<file path="config.mk">
export PLATFORM = sky130hd
export DESIGN_NAME = attempt_lockout_ctrl
export DESIGN_NICKNAME = d
export VERILOG_FILES = /design/src/rtl/attempt_lockout_ctrl.sv
export SDC_FILE = /design/constraint.sdc
export NUM_CORES = 1
export LEC_CHECK = 0
export ABC_AREA = 1
export CAP_MARGIN = 20
export CORE_UTILIZATION = 46
export CTS_BUF_LIST = sky130_fd_sc_hd__clkbuf_8
export CTS_CLUSTER_SIZE = 8
export DETAILED_ROUTE_END_ITERATION = 7
export DONT_BUFFER_PORTS = 1
export PLACE_DENSITY = 0.69
export SYNTH_ARGS = -nofsm -noshare
export SYNTH_HDL_FRONTEND = slang
export SYNTH_SLANG_ARGS = --single-unit
</file>
<file path="constraint.sdc">
create_clock -name clk -period 2.95 [get_ports clk]
set_input_delay 0.59 -clock clk [delete_from_list [all_inputs] [get_ports clk]]
set_output_delay 0.59 -clock clk [all_outputs]
set_load 0.02 [all_outputs]
</file>
<file path="src/rtl/attempt_lockout_ctrl.sv">
// Attempt lockout controller: opens the door on a correct attempt and locks out
// further attempts for a fixed time after MAX_FAIL consecutive wrong attempts.
module attempt_lockout_ctrl #(
  parameter int MAX_FAIL    = 3,
  parameter int OPEN_CYCLES = 8,
  parameter int LOCK_CYCLES = 16
) (
  input  logic                          clk,
  input  logic                          reset,
  input  logic                          unlock,
  input  logic                          pwd_incorrect,
  output logic                          entry_enable,
  output logic                          door_open,
  output logic                          locked_out,
  output logic                          alarm,
  output logic [$clog2(MAX_FAIL+1)-1:0] fail_count,
  output logic [7:0]                    lockout_events
);

  localparam int FW   = $clog2(MAX_FAIL + 1);
  localparam int MAXC = (OPEN_CYCLES > LOCK_CYCLES) ? OPEN_CYCLES : LOCK_CYCLES;
  localparam int TW   = (MAXC > 1) ? $clog2(MAXC) : 1;

  localparam logic [TW-1:0] OPEN_LOAD = TW'(OPEN_CYCLES - 1);
  localparam logic [TW-1:0] LOCK_LOAD = TW'(LOCK_CYCLES - 1);
  localparam logic [FW-1:0] FAIL_MAX  = FW'(MAX_FAIL);

  generate
    if (MAX_FAIL < 1 || OPEN_CYCLES < 1 || LOCK_CYCLES < 1) begin : g_param_check
      $error("attempt_lockout_ctrl: MAX_FAIL, OPEN_CYCLES and LOCK_CYCLES must all be >= 1");
    end
  endgenerate

  typedef enum logic [1:0] {
    IDLE    = 2'd0,
    OPEN    = 2'd1,
    LOCKOUT = 2'd2
  } state_t;

  state_t        state;
  logic [TW-1:0] timer;

  always_ff @(posedge clk or posedge reset) begin
    if (reset) begin
      state          <= IDLE;
      timer          <= '0;
      fail_count     <= '0;
      lockout_events <= '0;
      alarm          <= 1'b0;
    end else begin
      alarm <= 1'b0;
      case (state)
        IDLE: begin
          // A wrong attempt wins over a simultaneous correct one.
          if (pwd_incorrect) begin
            if (int'(fail_count) + 1 >= MAX_FAIL) begin
              state      <= LOCKOUT;
              timer      <= LOCK_LOAD;
              fail_count <= FAIL_MAX;
              alarm      <= 1'b1;
              if (lockout_events != 8'hFF) begin
                lockout_events <= lockout_events + 8'd1;
              end
            end else begin
              fail_count <= fail_count + FW'(1);
            end
          end else if (unlock) begin
            state      <= OPEN;
            timer      <= OPEN_LOAD;
            fail_count <= '0;
          end
        end
        OPEN: begin
          if (timer == '0) begin
            state <= IDLE;
          end else begin
            timer <= timer - TW'(1);
          end
        end
        LOCKOUT: begin
          if (timer == '0) begin
            state      <= IDLE;
            fail_count <= '0;
          end else begin
            timer <= timer - TW'(1);
          end
        end
        default: begin
          state <= IDLE;
          timer <= '0;
        end
      endcase
    end
  end

  // Status outputs are pure decodes of the registered state.
  assign entry_enable = (state == IDLE);
  assign door_open    = (state == OPEN);
  assign locked_out   = (state == LOCKOUT);

endmodule

</file>
==> flow_summary.toml, run 1 <==
[yosys]
synth_ff_type = "dfrtp_1"
netlist_area_mm2 = 0.001042
synthCells = 139
avgSynthCellArea_um2 = 7.498
yosysWarnings = 0
synth_edf_count = 0
synth.largest_area_cell = "dfrtp_1"
synthTopCellsByArea = "dfrtp_1, nand2_1, ha_1"
yosysSeqAreaShare_pct = 40.82
ys_ff_latch = 17
synth_top_area_share_pct = 40.82
syn_nets = 150
synth-async-reset-ratio_pct = 100.0
synth_cell_types = 19

[routing]
wl_met1_um = 875
via_per_inst = 5.012
ant_nets = 0
drc_errors = 0
detail_route.wirelength_um = 1896
dr.pass1.iters = 6
first_iter_violations = 18
vias = 852
post_drt_wl_per_cell_um = 11.15
wl_met2_um = 891
routed.top_layer = "met4"
wl_met3_um = 108

[critical_path]
critPathMaxStageDelay_ns = 0.42
worst-setup-path-type = "flop to output pin"
crit_fanout = 7
crit_slowest_cell = "dfrtp_1"
end_kind = "output pin"
crit_required_ns = 2.36
rrSetupSlack_ns = 1.27
ff2ff_path_depth = 9
timing.rr.end = "lockout_events[6]"
cp-start-kind = "flop"
crit_path_cell_trace = "inv_1, ha_1"
cp.arrival_ns = 1.17
r2r-start = "state[0]"
crit_path_start = "state[0]"

[timing]
rsz0062_at_grt = "false"
worst_pin_slew_ns = 0.6485
setup_violations = 0
max_freq_mhz = 567.6
fin_crit_ns = 1.762
hold_viol_final = 0
skew_ns = 0.006262
tns_ns = 0
fin_crit_sh_pct = 59.73
slew_headroom_pct = 56.72
slew_violations = 0
fin_ws_ns = 1.188

[final_layout]
final_layout_size_suffix_gt1_share_pct = 8.392
final_cell_mix = "nand2_1, inv_1, dfrtp_1"
fin_area_mm2 = 0.001121
nets = 155
fill_cells = 203
multi_input_area_um2 = 544.3
num_antenna_cells = 0
regArea_um2 = 425.4
utilization_pct = 54.90
final_common_cell = "nand2_1"
syn_to_final_growth_pct = 7.563

[power]
pwr_density_cell_mw_per_mm2 = 969.8
ir_drop_mv = 0.6361
cellLeakagePower_nw = 0.5961

[run_status]
status = "complete, no violations"

[clock_tree]
clk_pin_slew_ns = 0.07
cts.sinks = 17
clk_path_buf_depth = 2
numCtsBuffers = 3
cts_setup_buffers = 0
clkLatencyLatePin_ns = 0.25
cts_hold_buf = 0
cts_resized = 0
cts_htree_levels = 1
cts_tree = "done"
clock-root-buffer = "clkbuf_8"

[worst_hold_path]
hp-class = "input port to asynchronous set/reset pin"

[global_routing]
grt-ovfl-total = 0
grt_usage_pct = 18.15
grt_pass1_wl_um = 3505
antenna_found_initial = 0
grt_pass1_vias = 796
grt_max_degree = 18

[place]
place.gp.congestion = 0.8510
dp_hpwl_um = 1494
portBuffers = 0
post_dp_cell_area_mm2 = 0.001076
preCtsSetupSlack_ns = 1.275

[die]
ios = 18
dieHeight_um = 49.60
start_util_pct = 51.04
fp.dieW_um = 49.60
die_area_mm2 = 0.002460
coreArea_mm2 = 0.002042
rows = 16

[run]
drv_cap = 0
-- area by class of cell --
class | instances | share of cell area (%)
Clock inverter | 1 | 0.3348
Sequential cell | 17 | 37.95
Tap cell | 27 | 3.013
Clock buffer | 3 | 3.683
Inverter | 18 | 6.473
Multi-Input combinational cell | 104 | 48.55
-- worst max-delay path by stage --
| stage | end |
|---|---|
| floorplan | lockout_events[6] |
| global placement | lockout_events[6] |
| detailed placement | lockout_events[6] |
| CTS | entry_enable |
| global route | lockout_events[5] |
| finish | entry_enable |
-- Yosys cell counts (2+ instances only) --
master,instances
o21ai_0,6
nor3_1,2
nand3_1,11
nand2_2,3
xor2_1,2
nor2_1,8
inv_1,17
xnor2_1,2
nand2_1,55
dfrtp_1,17
nor2_4,2
ha_1,7
-- worst max-delay path, delay by kind of cell (launching register included) --
family / cells / cell delay (ns)
adders and majority gates: 1 / 0.41
DFF: 1 / 0.42
buffers and inverters: 1 / 0.09
-- kinds of logic (layout without fill, tap and decap cells) --
family	Yosys count	after routing	share of synthesized area, %
AO/OA/AOI/OAI	7	7	3.602
XOR/XNOR	4	4	3.362
buffers and inverters	18	22	6.963
adder cells (fa/ha/maj)	7	7	8.403
AND/OR/NAND/NOR	86	86	36.86
flip-flops	17	17	40.82
-- per-stage QoR --
| step | cells | hold WS (ns) | total power [mW] |
|---|---|---|---|
| global route | 170 | 0.3636 | 1.211 |
| CTS | 170 | 0.3416 | 1.102 |
| floorplan | 139 | 0.4653 | 0.8329 |
| global placement | 166 | 0.4951 | 0.9212 |
| detailed placement | 166 | 0.5051 | 0.9317 |
| finish | 170 | 0.3143 | 1.087 |
-- layer usage --
| layer | GRT usage [%] | vias to the layer above |
|---|---|---|
| met5 | 0 | - |
| met2 | 29.95 | 22 |
| met4 | 5.714 | 0 |
| li1 | - | 437 |
| met1 | 24.02 | 389 |
| met3 | 3.086 | 4 |
-- sequential cells by signal (all words and copies together) (netlist names) --
register / count
lockout_events: 8
timer: 4
fail_count: 2
state: 2
alarm: 1
-- power by group --
group / switching [mW] / internal, mW
clock network: 0.0728 / 0.0921
logic: 0.304 / 0.169
registers: 0.137 / 0.312
(Power assumes the default switching activity.)
==> inputs of run 2 (changes only) <==
--- a/config.mk
+++ b/config.mk
@@ -12,7 +12,7 @@
 export CTS_CLUSTER_SIZE = 8
 export DETAILED_ROUTE_END_ITERATION = 7
 export DONT_BUFFER_PORTS = 1
-export PLACE_DENSITY = 0.69
+export PLACE_DENSITY = 0.71
 export SYNTH_ARGS = -nofsm -noshare
 export SYNTH_HDL_FRONTEND = slang
 export SYNTH_SLANG_ARGS = --single-unit
==> constraint.sdc (replaced) <==
create_clock -name clk -period 1.6 [get_ports clk]
set_input_delay 0.32 -clock clk [delete_from_list [all_inputs] [get_ports clk]]
set_output_delay 0.32 -clock clk [all_outputs]
set_load 0.02 [all_outputs]
==> run 2 against run 1 <==
  * Via count grew 2.1%
  * Setup slack lost 1.1 ns
  * Count of clock-buffer cells in the layout is the same
  * Clock skew shrank 0.0048 ns
  * Cell area grew 4.2%
  * Sequential power grew 69%
  * Combinational power grew 120%
  * Register-to-register slack lost 1.1 ns
  * Die area is the same
  * Hold slack lost 0.27 ns
  * Total power grew 94%
==> flow_summary.toml, run 2 (synthesis gave the netlist of run 1 again) <==
[critical_path]
crit_required_ns = 1.28
critPathTopFamily = "flip-flops"
end_kind = "output pin"
crit_path_cell_trace = "inv_1, ha_2, buf_4"
cp_num_buf_inv = 2
worst-setup-path-type = "flop to output pin"
crit_slowest_cell = "dfrtp_1"
cp.arrival_ns = 1.15
critPathMaxStageDelay_ns = 0.41
crit_fanout = 5
cp-start-kind = "flop"

[final_layout]
num_antenna_cells = 0
top_regs = "lockout_events: 8 flops, timer: 4 flops"
final_layout_size_suffix_gt1_share_pct = 12.75
final_common_cell = "nand2_1"
largest_register_ffs = 8
utilization_pct = 57.23
fill_cells = 187
syn_to_final_growth_pct = 12.12
final_cell_mix = "nand2_1, inv_1, dfrtp_1"
top_register = "lockout_events"
nets = 161

[power]
power.switching_mw = 0.9853
switching_share_pct = 46.67
ir_drop_mv = 1.044
p_clk_share_pct = 15.1
seqPwrFrac_pct = 35.9
pwr-share-comb_pct = 49.0
p_int_mw = 1.126
cellLeakagePower_nw = 0.6258
pwr_density_cell_mw_per_mm2 = 1806

[timing]
max_freq_mhz = 680.1
fin_crit_sh_pct = 91.90
fin_ws_ns = 0.1296
hold_viol_final = 0
worst_pin_slew_ns = 0.6533
rsz0062_at_grt = "false"
setup_violations = 0
fin_crit_ns = 1.470
tns_ns = 0
slew_headroom_pct = 56.40
slew_violations = 0
skew_ns = 0.001473
whs_ns = 0.04199

[die]
rows = 16
ios = 18
coreArea_mm2 = 0.002042
start_util_pct = 51.04
fp.dieW_um = 49.60
dieHeight_um = 49.60
die_area_mm2 = 0.002460

[routing]
post_drt_wl_per_cell_um = 11.52
via_per_inst = 4.943
first_iter_violations = 30
detail_route.wirelength_um = 2028
drc_errors = 0
ant_nets = 0
dr.pass1.iters = 6
vias = 870

[clock_tree]
cts_tree = "done"
clk_pin_slew_ns = 0.07
cts_htree_levels = 1
numCtsBuffers = 3
clock-root-buffer = "clkbuf_8"
clk_path_buf_depth = 2
cts.sinks = 17
cts_hold_buf = 0
clkLatencyLatePin_ns = 0.25

[global_routing]
grt-ovfl-total = 0
grt_usage_pct = 19.46
grt_max_degree = 18
antenna_found_initial = 0
grt_pass1_vias = 869
grt_pass1_wl_um = 3670

[run_status]
status = "complete, no violations"

[place]
dp_hpwl_um = 1598
preCtsSetupSlack_ns = 0.1502
place.gp.congestion = 0.8497
portBuffers = 0

[worst_hold_path]
hp-class = "input port to asynchronous set/reset pin"

[run]
drv_cap = 0
## run 2: cell count changes in the layout (fill, tap and decap cells not counted)
cell   change
buf_4      +6
ha_2       +1
ha_1       -1
## run 2: worst paths after layout
kind / startpoint / to / slack [ns] / cells after the start
setup reg to reg: state[1] / lockout_events[6] / 0.17 / 9
hold / removal: reset / lockout_events[4] / 0.04 / 1
min in group clk: pwd_incorrect / alarm / 0.23 / 2
hold reg to reg: timer[0] / timer[0] / 0.51 / 2
max in group asynchronous: reset / timer[1] / 1.14 / 1
setup / recovery: state[1] / entry_enable / 0.13 / 3
## run 2: metal layers
metal | routed length (um) | vias up | GRT usage, %
met5 | 0 | - | 0
met4 | 40 | 0 | 10.95
met3 | 100 | 4 | 3.086
met2 | 975 | 24 | 31.76
met1 | 912 | 392 | 24.27
li1 | - | 450 | -
## run 2: layout make-up
cell class | count | area (um^2) | share of cell area (%)
Multi-Input combinational cell | 104 | 546.8 | 46.79
Sequential cell | 17 | 425.4 | 36.40
Inverter | 18 | 72.57 | 6.210
Timing Repair Buffer | 6 | 45.04 | 3.854
Clock buffer | 3 | 41.29 | 3.533
Tap cell | 27 | 33.78 | 2.891
Clock inverter | 1 | 3.754 | 0.3212
## run 2: power groups by stage
stage	clock network (mW)	registers, mW	logic [mW]
finish	0.319	0.757	1.04
detailed placement	0	0.765	1.02
CTS	0.329	0.756	1.03
global route	0.339	0.774	1.19
global placement	0	0.754	0.996
floorplan	0	0.790	0.746
## run 2: stage by stage
step | power (mW) | cells | cell area (um^2)
after global routing | 2.304 | 176 | 1169
final | 2.111 | 176 | 1169
after detailed placement | 1.789 | 172 | 1121
after CTS | 2.118 | 176 | 1166
after floorplan | 1.536 | 139 | 1042
after global placement | 1.750 | 172 | 1121
## run 2: what timing repair did
item | 4_1_cts | 5_1_grt
setup buffers | 0 | 0
setup endpoints to repair | 0 | 3
resized for setup | 0 | 1
hold endpoints to repair | 0 | 0
==> inputs of run 3 (changes only) <==
--- a/config.mk
+++ b/config.mk
@@ -8,7 +8,6 @@
 export ABC_AREA = 1
 export CAP_MARGIN = 20
 export CORE_UTILIZATION = 46
-export CTS_BUF_LIST = sky130_fd_sc_hd__clkbuf_8
 export CTS_CLUSTER_SIZE = 8
 export DETAILED_ROUTE_END_ITERATION = 7
 export DONT_BUFFER_PORTS = 1
==> run 3 against run 2 <==
  * The run now ends with negative hold slack left
  * Register-to-register slack about the same
  * Total power decreased by 2.8%
  * Count of clock-buffer cells in the layout increased by 1
  * Global-route usage increased by 0.20 points
  * Fmax decreased by 3.6%
  * Sequential power about the same
  * First-iteration DRC count decreased by 17%
  * Sequential share of layout area increased by 0.35 points
  * Flip-flop and latch count unchanged
  * Critical path type unchanged
  * Largest power group unchanged
==> flow_summary.toml, run 3 (synthesis gave the netlist of run 1 again) <==
[critical_path]
cp_num_buf_inv = 2
critPathMaxStageDelay_ns = 0.43
rrSetupSlack_ns = 0.17
crit_slowest_cell = "dfrtp_1"
crit_path_cell_trace = "inv_1, ha_2, buf_4"
cp-start-kind = "flop"
critPathTopFamily = "flip-flops"
crit_fanout = 5
crit_required_ns = 1.28
worst-setup-path-type = "flop to output pin"
end_kind = "output pin"
cp.arrival_ns = 1.21

[final_layout]
final_cell_mix = "nand2_1, inv_1, dfrtp_1"
top_regs = "lockout_events: 8 flops, timer: 4 flops"
syn_to_final_growth_pct = 11.04
num_antenna_cells = 0
final_common_cell = "nand2_1"
final_layout_size_suffix_gt1_share_pct = 13.33
fin_area_mm2 = 0.001157
top_register = "lockout_events"
nets = 162
largest_register_ffs = 8
utilization_pct = 56.68

[global_routing]
antenna_found_initial = 0
grt_pass1_vias = 853
grt_pass1_wl_um = 3670
grt_usage_pct = 19.66
grt_max_degree = 18
grt-ovfl-total = 0

[run_status]
status = "finished, violations left"
violations = "negative hold slack"

[routing]
via_per_inst = 4.994
first_iter_violations = 25
ant_nets = 0
detail_route.wirelength_um = 2057
vias = 884
drc_errors = 0
post_drt_wl_per_cell_um = 11.62
dr.pass1.iters = 5

[die]
dieHeight_um = 49.60
rows = 16
ios = 18
coreArea_mm2 = 0.002042
die_area_mm2 = 0.002460
start_util_pct = 51.04
fp.dieW_um = 49.60

[power]
pwr_density_cell_mw_per_mm2 = 1773
cellLeakagePower_nw = 0.6190
finalPower_mw = 2.052
ir_drop_mv = 0.9990

[clock_tree]
clk_pin_slew_ns = 0.10
clock-root-buffer = "clkbuf_4"
clk_path_buf_depth = 2
cts_htree_levels = 1
cts_tree = "done"
clkLatencyLatePin_ns = 0.29
numCtsBuffers = 3
cts.sinks = 17

[worst_hold_path]
hp-class = "input port to asynchronous set/reset pin"

[place]
dp_hpwl_um = 1598
place.gp.congestion = 0.8497
post_dp_cell_area_mm2 = 0.001121
portBuffers = 0

[timing]
rsz0062_at_grt = "true"
tns_ns = 0
worst_pin_slew_ns = 0.6492
fin_crit_sh_pct = 95.38
slew_violations = 0
whs_ns = -0.01145
hold_viol_final = 17
skew_ns = 0.002538
max_freq_mhz = 655.3
slew_headroom_pct = 56.68
fin_crit_ns = 1.526
setup_violations = 0

[run]
drv_cap = 0
## run 3: cell types whose count changed in the layout (fill, tap and decap cells not counted), sizes merged
cell,previous run,this run
clkbuf,3,4
buf,6,7
inv,19,18
## run 3: path summary, 6_finish.rpt
check	endpoint	cells after the start	start
worst max-delay path	entry_enable	3	state[1]
worst min-delay path	lockout_events[6]	1	reset
worst max register to register	lockout_events[5]	9	state[1]
worst min register to register	timer[0]	2	timer[0]
max in group asynchronous	lockout_events[0]	1	reset
min in group clk	alarm	2	pwd_incorrect
## run 3: per-layer routing
metal / vias to the layer above / GRT usage, % / part of all wire (%)
met5: - / 0 / 0
met4: 0 / 12.38 / 2.4
met3: 6 / 3.086 / 5.2
met2: 24 / 31.08 / 47
met1: 402 / 24.85 / 45
li1: 452 / - / -
## run 3: what timing repair did
| action | in CTS | in global routing |
|---|---|---|
| endpoints found under the setup margin | 0 | 4 |
| hold endpoints to repair | 0 | 0 |
| gates resized for setup | 0 | 1 |
| hold buffers | 0 | 0 |
| buffers inserted | 0 | 1 |
## run 3: power breakdown
| group | switching, mW | internal [mW] | total (mW) |
|---|---|---|---|
| Clock | 0.142 | 0.0971 | 0.239 |
| Combinational | 0.664 | 0.390 | 1.05 |
| Sequential | 0.184 | 0.575 | 0.759 |
## run 3: through the flow
step                      instances  setup WS (ns)  hold slack (ns)
after floorplan                 139        0.09377           0.2461
after detailed placement        172         0.1502           0.3328
final                           177        0.07396         -0.01145
after global routing            177      -0.009690          0.03246
after global placement          172         0.1782           0.3326
after CTS                       176        0.01918         0.003362
## run 3: final cells by class
| cell class | instances | area (um^2) |
|---|---|---|
| multi-input combinational | 104 | 546.8 |
| timing repair buffer | 7 | 52.55 |
| clock buffer | 4 | 26.28 |
| tap | 27 | 33.78 |
| sequential | 17 | 425.4 |
| inverter | 18 | 72.57 |
| fill | 192 | 884.6 |
